File: src/rtl/cpu_pkg.sv
// Shared CPU definitions: IR word layout, opcode constants and the fetch-stage state encoding.
package cpu_pkg;

   localparam int IR_W = 32;

   localparam int OPER_MSB     = 31;
   localparam int OPER_LSB     = 27;
   localparam int RDST_MSB     = 26;
   localparam int RDST_LSB     = 22;
   localparam int RSRC1_MSB    = 21;
   localparam int RSRC1_LSB    = 17;
   localparam int IMM_MODE_BIT = 16;
   localparam int RSRC2_MSB    = 15;
   localparam int RSRC2_LSB    = 0;

   localparam logic [4:0] OP_MOVSGPR = 5'd0;
   localparam logic [4:0] OP_MOV     = 5'd1;
   localparam logic [4:0] OP_ADD     = 5'd2;
   localparam logic [4:0] OP_SUB     = 5'd3;
   localparam logic [4:0] OP_MUL     = 5'd4;
   localparam logic [4:0] OP_ROR     = 5'd5;
   localparam logic [4:0] OP_RAND    = 5'd6;
   localparam logic [4:0] OP_RXOR    = 5'd7;
   localparam logic [4:0] OP_RXNOR   = 5'd8;
   localparam logic [4:0] OP_RNAND   = 5'd9;
   localparam logic [4:0] OP_RNOR    = 5'd10;
   localparam logic [4:0] OP_RNOT    = 5'd11;
   localparam logic [4:0] OP_HALT    = 5'b11111;

   typedef enum logic {
      FS_IDLE  = 1'b0,
      FS_FETCH = 1'b1
   } fetch_state_e;

   function automatic logic [4:0] ir_oper(input logic [IR_W-1:0] ir);
      return ir[OPER_MSB:OPER_LSB];
   endfunction

   function automatic logic is_halt(input logic [IR_W-1:0] ir);
      return ir_oper(ir) == OP_HALT;
   endfunction

endpackage

File: src/rtl/instr_fetch_if.sv
// Fetch-stage buses: read port to instruction memory and the IR handshake towards execute.
interface instr_fetch_if #(
   parameter int ADDR_W = 5
);
   import cpu_pkg::*;

   logic              imem_rd_en;
   logic [ADDR_W-1:0] imem_addr;
   logic [IR_W-1:0]   imem_rdata;

   logic              ir_valid;
   logic              ir_ready;
   logic [IR_W-1:0]   ir_data;
   logic [ADDR_W-1:0] ir_pc;

   modport master (
      output imem_rd_en, imem_addr,
      input  imem_rdata,
      output ir_valid, ir_data, ir_pc,
      input  ir_ready
   );

   modport slave (
      input  imem_rd_en, imem_addr,
      output imem_rdata,
      input  ir_valid, ir_data, ir_pc,
      output ir_ready
   );

endinterface

File: src/rtl/fetch_fifo.sv
// Two-entry instruction buffer holding fetched words with their addresses; head is shown combinationally.
module fetch_fifo
   import cpu_pkg::*;
#(
   parameter int ADDR_W = 5
) (
   input  logic              clk,
   input  logic              sys_rst,
   input  logic              push,
   input  logic [IR_W-1:0]   push_data,
   input  logic [ADDR_W-1:0] push_pc,
   input  logic              pop,
   input  logic              flush,
   output logic [IR_W-1:0]   head_data,
   output logic [ADDR_W-1:0] head_pc,
   output logic [1:0]        occupancy
);

   logic [IR_W-1:0]   data_q [2];
   logic [IR_W-1:0]   data_d [2];
   logic [ADDR_W-1:0] pc_q   [2];
   logic [ADDR_W-1:0] pc_d   [2];
   logic              wr_ptr_q, wr_ptr_d;
   logic              rd_ptr_q, rd_ptr_d;
   logic [1:0]        count_q, count_d;

   // NOTE: every output of this block gets a default first so no path leaves a value unassigned and infers a latch.
   always_comb begin
      data_d   = data_q;
      pc_d     = pc_q;
      wr_ptr_d = wr_ptr_q;
      rd_ptr_d = rd_ptr_q;
      count_d  = count_q;
      if (flush) begin
         wr_ptr_d = 1'b0;
         rd_ptr_d = 1'b0;
         count_d  = 2'd0;
      end else begin
         if (push) begin
            data_d[wr_ptr_q] = push_data;
            pc_d[wr_ptr_q]   = push_pc;
            wr_ptr_d         = ~wr_ptr_q;
         end
         if (pop) begin
            rd_ptr_d = ~rd_ptr_q;
         end
         case ({push, pop})
            2'b10:   count_d = count_q + 2'd1;
            2'b01:   count_d = count_q - 2'd1;
            default: count_d = count_q;
         endcase
      end
   end

   // NOTE: sequential state uses non-blocking assignments so every flop samples pre-edge values.
   always_ff @(posedge clk) begin
      if (sys_rst) begin
         // NOTE: the two storage entries are reset because the head drives ir_data/ir_pc, which must read zero out of reset.
         for (int i = 0; i < 2; i++) begin
            data_q[i] <= '0;
            pc_q[i]   <= '0;
         end
         wr_ptr_q <= 1'b0;
         rd_ptr_q <= 1'b0;
         count_q  <= 2'd0;
      end else begin
         for (int i = 0; i < 2; i++) begin
            data_q[i] <= data_d[i];
            pc_q[i]   <= pc_d[i];
         end
         wr_ptr_q <= wr_ptr_d;
         rd_ptr_q <= rd_ptr_d;
         count_q  <= count_d;
      end
   end

   assign head_data = data_q[rd_ptr_q];
   assign head_pc   = pc_q[rd_ptr_q];
   assign occupancy = count_q;

endmodule

File: src/rtl/instr_fetch.sv
// Instruction fetch stage: IDLE/FETCH control, PC, one-cycle memory read pipeline and 2-entry IR buffer.
// Optional macro FETCH_HALT_DECODE_EN stops fetching after a captured HALT word.
module instr_fetch
   import cpu_pkg::*;
#(
   parameter int ADDR_W = 5
) (
   input  logic              clk,
   input  logic              sys_rst,
   input  logic              start,
   input  logic              halt,
   input  logic              redirect_valid,
   input  logic [ADDR_W-1:0] redirect_pc,
   output logic              busy,
   instr_fetch_if.master     bus
);

   fetch_state_e      state_q, state_d;
   logic [ADDR_W-1:0] pc_q, pc_d;
   logic              pend_q, pend_d;
   logic [ADDR_W-1:0] resp_pc_q, resp_pc_d;

   logic [1:0]        occ;
   logic [IR_W-1:0]   head_data;
   logic [ADDR_W-1:0] head_pc;
   logic              ir_valid;
   logic              pop;
   logic              push;
   logic              halt_cap;
   logic              issue;
   logic [2:0]        demand;

   assign ir_valid = (occ != 2'd0);

   always_comb begin
      pop  = ir_valid && bus.ir_ready;
      push = pend_q && !redirect_valid;
`ifdef FETCH_HALT_DECODE_EN
      halt_cap = push && is_halt(bus.imem_rdata);
`else
      halt_cap = 1'b0;
`endif
      // Entries that will be held once everything already requested lands; a new read must leave room.
      demand = 3'(occ) + 3'(pend_q) - 3'(pop);
      issue  = (state_q == FS_FETCH) && !sys_rst && !halt && !redirect_valid
               && !halt_cap && (demand < 3'd2);

      state_d = state_q;
      case (state_q)
         FS_IDLE:  if (start) state_d = FS_FETCH;
         FS_FETCH: if (halt || halt_cap) state_d = FS_IDLE;
         default:  state_d = FS_IDLE;
      endcase

      pc_d = pc_q;
      if (issue) pc_d = pc_q + ADDR_W'(1);
      if (halt_cap) pc_d = resp_pc_q + ADDR_W'(1);
      if (redirect_valid) pc_d = redirect_pc;

      pend_d    = issue;
      resp_pc_d = issue ? pc_q : resp_pc_q;
   end

   always_ff @(posedge clk) begin
      if (sys_rst) begin
         state_q   <= FS_IDLE;
         pc_q      <= '0;
         pend_q    <= 1'b0;
         resp_pc_q <= '0;
      end else begin
         state_q   <= state_d;
         pc_q      <= pc_d;
         pend_q    <= pend_d;
         resp_pc_q <= resp_pc_d;
      end
   end

   fetch_fifo #(
      .ADDR_W (ADDR_W)
   ) u_fifo (
      .clk       (clk),
      .sys_rst   (sys_rst),
      .push      (push),
      .push_data (bus.imem_rdata),
      .push_pc   (resp_pc_q),
      .pop       (pop),
      .flush     (redirect_valid),
      .head_data (head_data),
      .head_pc   (head_pc),
      .occupancy (occ)
   );

   assign bus.imem_rd_en = issue;
   assign bus.imem_addr  = pc_q;
   assign bus.ir_valid   = ir_valid;
   assign bus.ir_data    = head_data;
   assign bus.ir_pc      = head_pc;
   assign busy           = (state_q == FS_FETCH) || pend_q || ir_valid;

endmodule

File: src/flat_wrapper.sv
// flat-port wrapper written by rule: the top's interface ports become plain ports
module instr_fetch_flat import cpu_pkg::*;
#(
   parameter int ADDR_W = 5
)
  (clk, sys_rst, start, halt, redirect_valid, redirect_pc, busy, bus_imem_rd_en, bus_imem_addr, bus_imem_rdata, bus_ir_valid, bus_ir_data, bus_ir_pc, bus_ir_ready);
  instr_fetch_if #(.ADDR_W(ADDR_W)) bus_i ();
  input  logic clk;
  input  logic sys_rst;
  input  logic start;
  input  logic halt;
  input  logic redirect_valid;
  input  logic [ADDR_W-1:0] redirect_pc;
  output logic busy;
  output wire logic [$bits(bus_i.imem_rd_en)-1:0] bus_imem_rd_en;
  output wire logic [$bits(bus_i.imem_addr)-1:0] bus_imem_addr;
  input wire logic [$bits(bus_i.imem_rdata)-1:0] bus_imem_rdata;
  output wire logic [$bits(bus_i.ir_valid)-1:0] bus_ir_valid;
  output wire logic [$bits(bus_i.ir_data)-1:0] bus_ir_data;
  output wire logic [$bits(bus_i.ir_pc)-1:0] bus_ir_pc;
  input wire logic [$bits(bus_i.ir_ready)-1:0] bus_ir_ready;
  assign bus_imem_rd_en = bus_i.imem_rd_en;
  assign bus_imem_addr = bus_i.imem_addr;
  assign bus_i.imem_rdata = bus_imem_rdata;
  assign bus_ir_valid = bus_i.ir_valid;
  assign bus_ir_data = bus_i.ir_data;
  assign bus_ir_pc = bus_i.ir_pc;
  assign bus_i.ir_ready = bus_ir_ready;
  instr_fetch #(.ADDR_W(ADDR_W)) u_core (.clk(clk), .sys_rst(sys_rst), .start(start), .halt(halt), .redirect_valid(redirect_valid), .redirect_pc(redirect_pc), .busy(busy), .bus(bus_i));
endmodule
File: config.mk
export PLATFORM = sky130hd
export DESIGN_NAME = instr_fetch_flat
export DESIGN_NICKNAME = d
export VERILOG_FILES = /design/src/rtl/cpu_pkg.sv /design/src/rtl/instr_fetch_if.sv /design/src/rtl/fetch_fifo.sv /design/src/rtl/instr_fetch.sv /design/src/flat_wrapper.sv
export SDC_FILE = /design/constraint.sdc
export NUM_CORES = 1
export LEC_CHECK = 0
export CAP_MARGIN = 40
export CORE_ASPECT_RATIO = 0.7
export CORE_MARGIN = 10
export CORE_UTILIZATION = 55
export CTS_CLUSTER_SIZE = 28
export DETAILED_ROUTE_END_ITERATION = 16
export DONT_BUFFER_PORTS = 1
export PLACE_DENSITY = 0.82
export SYNTH_ARGS = -nofsm -noshare
export SYNTH_HDL_FRONTEND = slang
export SYNTH_SLANG_ARGS = --single-unit
File: constraint.sdc
create_clock -name clk -period 4.7 [get_ports clk]
set_input_delay 1.41 -clock clk [delete_from_list [all_inputs] [get_ports clk]]
set_output_delay 1.41 -clock clk [all_outputs]
set_load 0.02 [all_outputs]
### Yosys cells after proc, flatten, opt, wreduce, memory -nomap -nowiden

Index checks and enable logic that the tools add are counted.
W data, S select, Z words.

* register bits: 90
* output and inout bits: 45
* logic and storage cells: 63

* add/sub/neg operators: 5
* order comparisons: 4
* equal/unequal tests: 2
* multiplexer cells: 18
* bitwise logic cells: 6
* reductions and logical operators: 17

Operators by type and width (count)
* $mux W32: 4
* $bwmux W64: 1
* $demux W32 S1: 1
* $mux W5: 6
* $bwmux W10: 1
* $logic_and A1 B1 Y1: 7
* $reduce_bool A2 Y1: 3
* $add A5 B1 Y5 const B: 1
* $demux W5 S1: 1
* $ge A2 B2 Y1 const B: 2
* $not A1 Y1: 4
* $not A1 Y2: 2
* $pmux W2 S2: 1
* $add A2 B1 Y3: 1
* $logic_not A1 Y1: 3
* $lt A3 B2 Y1 const B: 1
* $sub A3 B1 Y3: 1
* $add A2 B1 Y2 const B: 1
* $eq A2 B1 Y1 const B: 1
* $eq A2 B2 Y1 const B: 1
* $logic_or A1 B1 Y1: 2
* $lt A2 B1 Y1 const B: 1
* $mux W1: 2
* $pmux W1 S2: 1
* 3 further kinds: 3

### Longest topological paths before layout

* word-level depth: 7
* gate-level depth with buffers: 11
* gate-level depth less buffers: 10

### Modules after synthesis

Synthesis repeated with hierarchy kept, for this count alone.

* cell total of the unflattened synthesis: 454
* area total of the unflattened synthesis: 3961.3 µm²

By module, submodules not included
* fetch_fifo: times used 1, cells an instance 381, area an instance 3278.1 µm², sequential area each 1561.5 µm²
* instr_fetch: times used 1, cells an instance 73, area an instance 683.2 µm², sequential area each 240.2 µm²

### Worst setup path after synthesis

OpenSTA, ideal clock, no wires.

* kind: input to output
* from: input bus_ir_ready
* to: output bus_imem_rd_en
* arrival time: 3.241 ns
* required time: 3.290 ns
* path slack: 0.049 ns
* stages: 8
* path buffers: 1
* path through: and2_1 ha_1 nand2b_1 fa_1 nand2_1 or4_4 inv_1 buf_4

* longest elaborated chain between the ends: 4

RTL lines
* start: declaration: RTL line flat_wrapper.sv:21 `input wire logic [$bits(bus_i.ir_ready)-1:0] bus_ir_ready;`
* $logic_and A1 B1 Y1: RTL line instr_fetch.sv:36 `pop = ir_valid && bus.ir_ready;`
* $sub A3 B1 Y3: RTL line instr_fetch.sv:44 `demand = 3'(occ) + 3'(pend_q) - 3'(pop);`
* $lt A3 B2 Y1: RTL line instr_fetch.sv:46 `&& !halt_cap && (demand < 3'd2);`
* $logic_and A1 B1 Y1: RTL line instr_fetch.sv:46
* end: declaration: RTL line flat_wrapper.sv:15 `output wire logic [$bits(bus_i.imem_rd_en)-1:0] bus_imem_rd_en;`

No other way between the ends.

### Worst setup path after layout

Same ends and word-level chain as after synthesis.

==> results.md <==
* Status: completed
* Yosys top cell area share at 0.486
* Fin crit share at 0.984
* Reg-to-reg endpoint: u_core.bus.imem_addr[2]$_SDFFE_PP0P_
* Htree depth at 3
* First-pass GRT wire length at 14400 um
* Sequential fraction of the synthesis area at 0.486
* FF-to-FF path depth at 11
* Nets@finish at 485
* Final Hold Violating Endpoints at 0
* Area leader, netlist: dfxtp_1
* Initial Util at 0.580
* Post_cts resized at 0
* Detail Placement HPWL at 5940 um
* Vias at 2955
* Min-delay worst type: flop to flop
* Final setup viols at 0
* CTS tree: done
* # port buffers at 0
* Synth Flop Type: dfxtp_1
* Max-cap viol count at 0
* FMAX at 0.216 GHz
* Placed Cells at 518
* Post-Syn Instances at 452
* Worst r2r src: u_core.u_fifo.occupancy[1]$_SDFFE_PP0P_
* Fin. max-slew vios at 0
* Setup crit end: bus_imem_rd_en
* Clock sinks at 90
* Via density at 5.53
* RSZ-0062 raised after global routing: false
* Pin count of the biggest net entering global routing at 89
* Gp weighted congestion at 0.703
* Crit path kind: primary input to output port
* Synth Area per Inst at 8.20 um^2
* Vias in the first global route at 2903
* VDD IR max at 255 uV
* Leakage at 1.39 nW
* DRC at 0
* Initial antenna violation count at 0
* Post-layout min period at 4.63 ns
* Area delta synth->final at 7.66%
* Total CTS buffers at 9
* Post-synth EDFFs at 0
* CP max FO at 2
* Worst setup EP type: output port
* Final std cells w/o fill at 534
* Clock Pin Slew Worst Setup and Hold Paths at 0.09 ns
* Count leader, synth: nand2_1
* Row count at 24
* GRT Total Usage at 0.168
* Net Count, Synth at 499
* Clk_skew at 0.00843 ns
* Power Dens Cells at 336 nW/um^2
* Ranking of synthesized cells by area: dfxtp_1 49%, nand2_1 16%, mux2_2 11%, a21oi_1 11%, clkbuf_1 2.7%
* Clock root buffer master: clkbuf_8
* Minimum setup slack among reg-to-reg paths at 1.43 ns
* DR WL/cell at 16.2 um
* Area of the multi-input gates at 1760 um^2
* FILL cells at 538
* Synth warn at 0
* Launch point of the worst path: bus_ir_ready
* Cts hold-fix bufs at 0
* Full die area at 10500 um^2
* 1st-pass router iterations at 4
* Die Wd at 118 um
* Most frequent cells after synthesis: 161 x nand2_1, 90 x dfxtp_1, 81 x a21oi_1
* Seq. cell area at 1800 um^2
* Final WL at 8670 um
* Worst-margin pin slew at 0.758 ns
* CP arrival at 3.22 ns
* Chip height at 88.7 um
* # diodes at 0
* Startpoint types: primary input
* Max-slew headroom at 0.495
* Insertion delay to the later sink of the worst-skew pair at 0.34 ns
* Final ANT Viol Nets at 0
* CORE AREA at 6400 um^2
* Top-Level Pins at 88
* Synthesis-stage register bit count at 90
* Clock buffer depth at 2
* Area of the mapped netlist at 3710 um^2
* Initial drt markers at 192
* Post-synth cell types at 33
* Share of layout cells above drive strength 1 at 0.156
* Ys async rst share at 0
* Grt total ovfl at 0
* WP data required at 3.29 ns
* Setup bufs post-CTS at 0
* Setup TNS at 0 ns
[metal layers]
layer,GRT usage,share of wire
met1,0.195,0.42
met2,0.278,0.48
met3,0.0706,0.089
met4,0.0548,0.013
met5,0,0
[power by group]
| part | internal, mW | switching, mW | leakage, nW | total (mW) |
|---|---|---|---|---|
| Combinational | 0.0105 | 0.0144 | 0.553 | 0.0248 |
| Sequential | 0.768 | 0.0101 | 0.727 | 0.778 |
| Clock | 0.278 | 0.260 | 0.110 | 0.537 |
[state kept, by name (all words and copies together) (netlist names)]
name                     cells
u_core.state_q               1
u_core.pend_q                1
u_core.u_fifo.occupancy      2
u_core.bus.imem_addr         5
u_core.u_fifo.data_q        64
u_core.u_fifo.rd_ptr_q       1
u_core.u_fifo.pc_q          10
u_core.resp_pc_q             5
u_core.u_fifo.wr_ptr_q       1
[critical path: stages]
cell and delay, ns:
and2_1 0.14, ha_1 0.29, nand2b_4 0.15, fa_1 0.49, nand2_1 0.06, or4_4 0.52, clkinvlp_4 0.16
[stage by stage]
step	setup WS, ns	hold WS (ns)	total power [mW]	utilization	cell area [um^2]
2_1_floorplan	0.0488	0.433	0.826	-	3710
3_3_place_gp	0.0986	0.432	0.820	0.585	3740
3_5_place_dp	0.0209	0.437	0.821	0.589	3770
4_1_cts	0.0191	0.448	1.35	0.622	3980
5_1_grt	0.0282	0.470	1.39	0.624	3990
6_report	0.0739	0.451	1.34	0.624	3990
[how the worst min path moves through the flow]
stage | start | end | slack [ns] | depth (start not counted)
global placement | u_core.u_fifo.data_q[5]$_SDFFE_PP0P_ | u_core.u_fifo.data_q[5]$_SDFFE_PP0P_ | 0.43 | 2
floorplan | u_core.u_fifo.data_q[0]$_SDFFE_PP0P_ | u_core.u_fifo.data_q[0]$_SDFFE_PP0P_ | 0.43 | 2
finish | u_core.u_fifo.data_q[19]$_SDFFE_PP0P_ | u_core.u_fifo.data_q[19]$_SDFFE_PP0P_ | 0.45 | 2
CTS | u_core.u_fifo.pc_q[3]$_SDFFE_PP0P_ | u_core.u_fifo.pc_q[3]$_SDFFE_PP0P_ | 0.45 | 2
global route | u_core.u_fifo.pc_q[6]$_SDFFE_PP0P_ | u_core.u_fifo.pc_q[6]$_SDFFE_PP0P_ | 0.47 | 2
detailed placement | u_core.u_fifo.pc_q[3]$_SDFFE_PP0P_ | u_core.u_fifo.pc_q[3]$_SDFFE_PP0P_ | 0.44 | 2
[layout make-up]
class / count / area share
inverters: 8 / 0.00846
clock buffers: 11 / 0.0379
flip-flops and latches: 90 / 0.452
well taps: 91 / 0.0285
multi-input cells: 322 / 0.440
repair buffers: 7 / 0.0182
clock inverters: 5 / 0.0154
[layout by cell type, fill, tap and decap left out, types with 2 or more instances in the layout]
cell         n
nor2_1       5
clkbuf_8    11
nand2b_1     2
inv_1        7
a211oi_1     2
clkinv_4     2
xnor2_1      2
nor2_2       2
nand3_1      2
xor2_1       2
mux2_2      37
dfxtp_1     89
buf_4        6
and3_1       3
nand2_1    161
a21oi_1     81
a2111oi_0    3
ha_1         3
or2_2        2
or3_1        2
[kinds of logic (layout without fill, tap and decap cells)]
kind of cell | Yosys count | count (layout) | synth area share
mux | 38 | 38 | 0.115
xor+xnor | 4 | 4 | 0.00945
flops | 90 | 90 | 0.486
fa+ha+maj | 4 | 4 | 0.0155
simple gates | 187 | 187 | 0.204
buf+inv | 40 | 31 | 0.0439
compound gates | 89 | 89 | 0.126
(Power assumes the default switching activity.)
==> RTL change (same settings) <==
The option `FETCH_HALT_DECODE_EN` is turned on by a define.
--- a/src/rtl/instr_fetch.sv
+++ b/src/rtl/instr_fetch.sv
@@ -1,5 +1,7 @@
 // Instruction fetch stage: IDLE/FETCH control, PC, one-cycle memory read pipeline and 2-entry IR buffer.
 // Optional macro FETCH_HALT_DECODE_EN stops fetching after a captured HALT word.
+`define FETCH_HALT_DECODE_EN
+
 module instr_fetch
    import cpu_pkg::*;
 #(
Check against the original RTL: not equivalent (a bounded check fails within 4 cycles, from zero or initial values and one cycle with sys_rst high).
==> RTL change against the unedited design <==
Synthesized area grew 5.5%; worst setup slack better by 110 ps; die area is 4.4% higher; sequential cell count stayed put; wire length increased by 11%; power is 6.5% higher; cell area increased by 5.0%; register-to-register slack improved by 710 ps; sequential power is essentially flat; critical path type unchanged.
==> RTL change: results (changes against the unedited design) <==
Unique masters post-synth=37 (was 33); CP peak stage delay=570 ps (was 520 ps); clock slew at reported path FFs=80 ps; outcome=completed (unchanged); syn nets=529 (was 499); all-layer global routing usage=17.33% (was 16.77%); HPWL Detailed=6.666 mm (was 5.941 mm); vias=3172 (was 2955); VDD IR max=0.1861 mV (was 0.2548 mV); Reg2Reg Depth=8 (was 11); first-iteration detailed-routing DRC count=311 (was 192); hold path depth=2 (unchanged); Bufs on Longest Clock Path=2 (unchanged); worst clock skew=5.483 ps (was 8.434 ps); share of cells above drive strength 1=5.497% (was 15.58%); CP Max Fanout=9 (was 2); Fin Hold WS=449.2 ps (was 450.7 ps); most frequent cell after synthesis=nand2_1 (unchanged); Layout Nets=514 (was 485); beginning of the worst hold path=u_core.u_fifo.pc_q[5] (was u_core.u_fifo.data_q[19]); vias in the first global route=3094 (was 2903); initial antenna violation count=0 (unchanged); Seq/Total Area, Yosys=46.05% (was 48.58%); largest cells by area after synthesis=dfxtp_1 46%, nand2_1 15%, mux2_1 11%, a21oi_1 10%, clkbuf_1 1.7% (was dfxtp_1 49%, nand2_1 16%, mux2_2 11%, a21oi_1 11%, clkbuf_1 2.7%); RR Endpoint=u_core.bus.imem_addr[0] (was u_core.bus.imem_addr[2]); final WL=9.625 mm (was 8.674 mm); Worst slew margin=51.04% (was 49.47%); r2r startpoint=u_core.u_fifo.occupancy[1] (unchanged); placer's final routability congestion estimate=0.8820 (was 0.7030); Fillers=611 (was 538); Worst EP arrival=3110 ps (was 3220 ps); slowest CP cell=or4_4 (unchanged); worst hold endpoint=u_core.u_fifo.pc_q[5] (was u_core.u_fifo.data_q[19]); first-pass GRT wire length=15.42 mm (was 14.44 mm); Hold Buf Count CTS=0 (unchanged); Port Buffer Count=0 (unchanged); r2r setup slk=2140 ps (was 1430 ps); most common library cells after synthesis=160 x nand2_1, 90 x dfxtp_1, 82 x a21oi_1 (was 161 x nand2_1, 90 x dfxtp_1, 81 x a21oi_1); cts bufs inserted=9 (unchanged); largest net degree at the start of global routing=87 (was 89); P_leak=1.465 nW (was 1.390 nW); clock root buffer=clkbuf_8 (unchanged)
-- RTL change: power breakdown --
part	switching [mW]	internal, mW	total, mW
Sequential	0.0118	0.768	0.780
Clock	0.258	0.351	0.609
Combinational	0.0225	0.0155	0.0380
-- RTL change: worst min-delay path, stage by stage (launching register included) --
cell and delay (ps):
dfxtp_1 310, nand2_1 50, a21oi_1 50
-- RTL change: metal layers --
metal / global-route usage (%) / wire length, um
met3: 8.370 / 1006
met5: 0 / 0
met1: 20.06 / 4052
met2: 27.95 / 4442
met4: 4.509 / 123
-- RTL change: how the worst max path moves through the flow --
| stage | to | slack [ps] | depth (start not counted) | startpoint |
|---|---|---|---|---|
| after floorplan | bus_imem_rd_en | 180 | 7 | bus_ir_ready |
| after global placement | bus_imem_rd_en | 250 | 7 | bus_ir_ready |
| after detailed placement | bus_imem_rd_en | 190 | 7 | bus_ir_ready |
| after CTS | bus_imem_rd_en | 180 | 7 | bus_ir_ready |
| after global routing | bus_imem_rd_en | 110 | 7 | bus_ir_ready |
| final | bus_imem_rd_en | 180 | 7 | bus_ir_ready |
-- RTL change: metrics by stage --
| stage | std cells | area (um^2) | setup WS, ps |
|---|---|---|---|
| global route | 567 | 4190 | 111.3 |
| global placement | 551 | 3939 | 249.0 |
| CTS | 567 | 4190 | 184.7 |
| detailed placement | 552 | 3959 | 194.4 |
| floorplan | 484 | 3913 | 178.0 |
| finish | 567 | 4190 | 181.6 |
-- RTL change: area by class of cell --
cell class	count	area [um^2]	share of cell area [%]
Clock inverter	5	103.9	2.478
Inverter	3	11.26	0.2687
Multi-Input combinational cell	358	1962	46.82
Tap cell	94	117.6	2.807
Sequential cell	90	1803	43.03
Clock buffer	10	127.6	3.046
Timing Repair Buffer	7	65.06	1.553
-- RTL change: kinds of logic after synthesis --
kind of cell	share of synthesized area, %
DFF	46.05
muxes	11.45
AOI/OAI and AO/OA	13.91
adders and majority gates	0.8314
and+or+nand+nor	22.10
xor gates and xnor gates	1.791
buffers and inverters	3.869
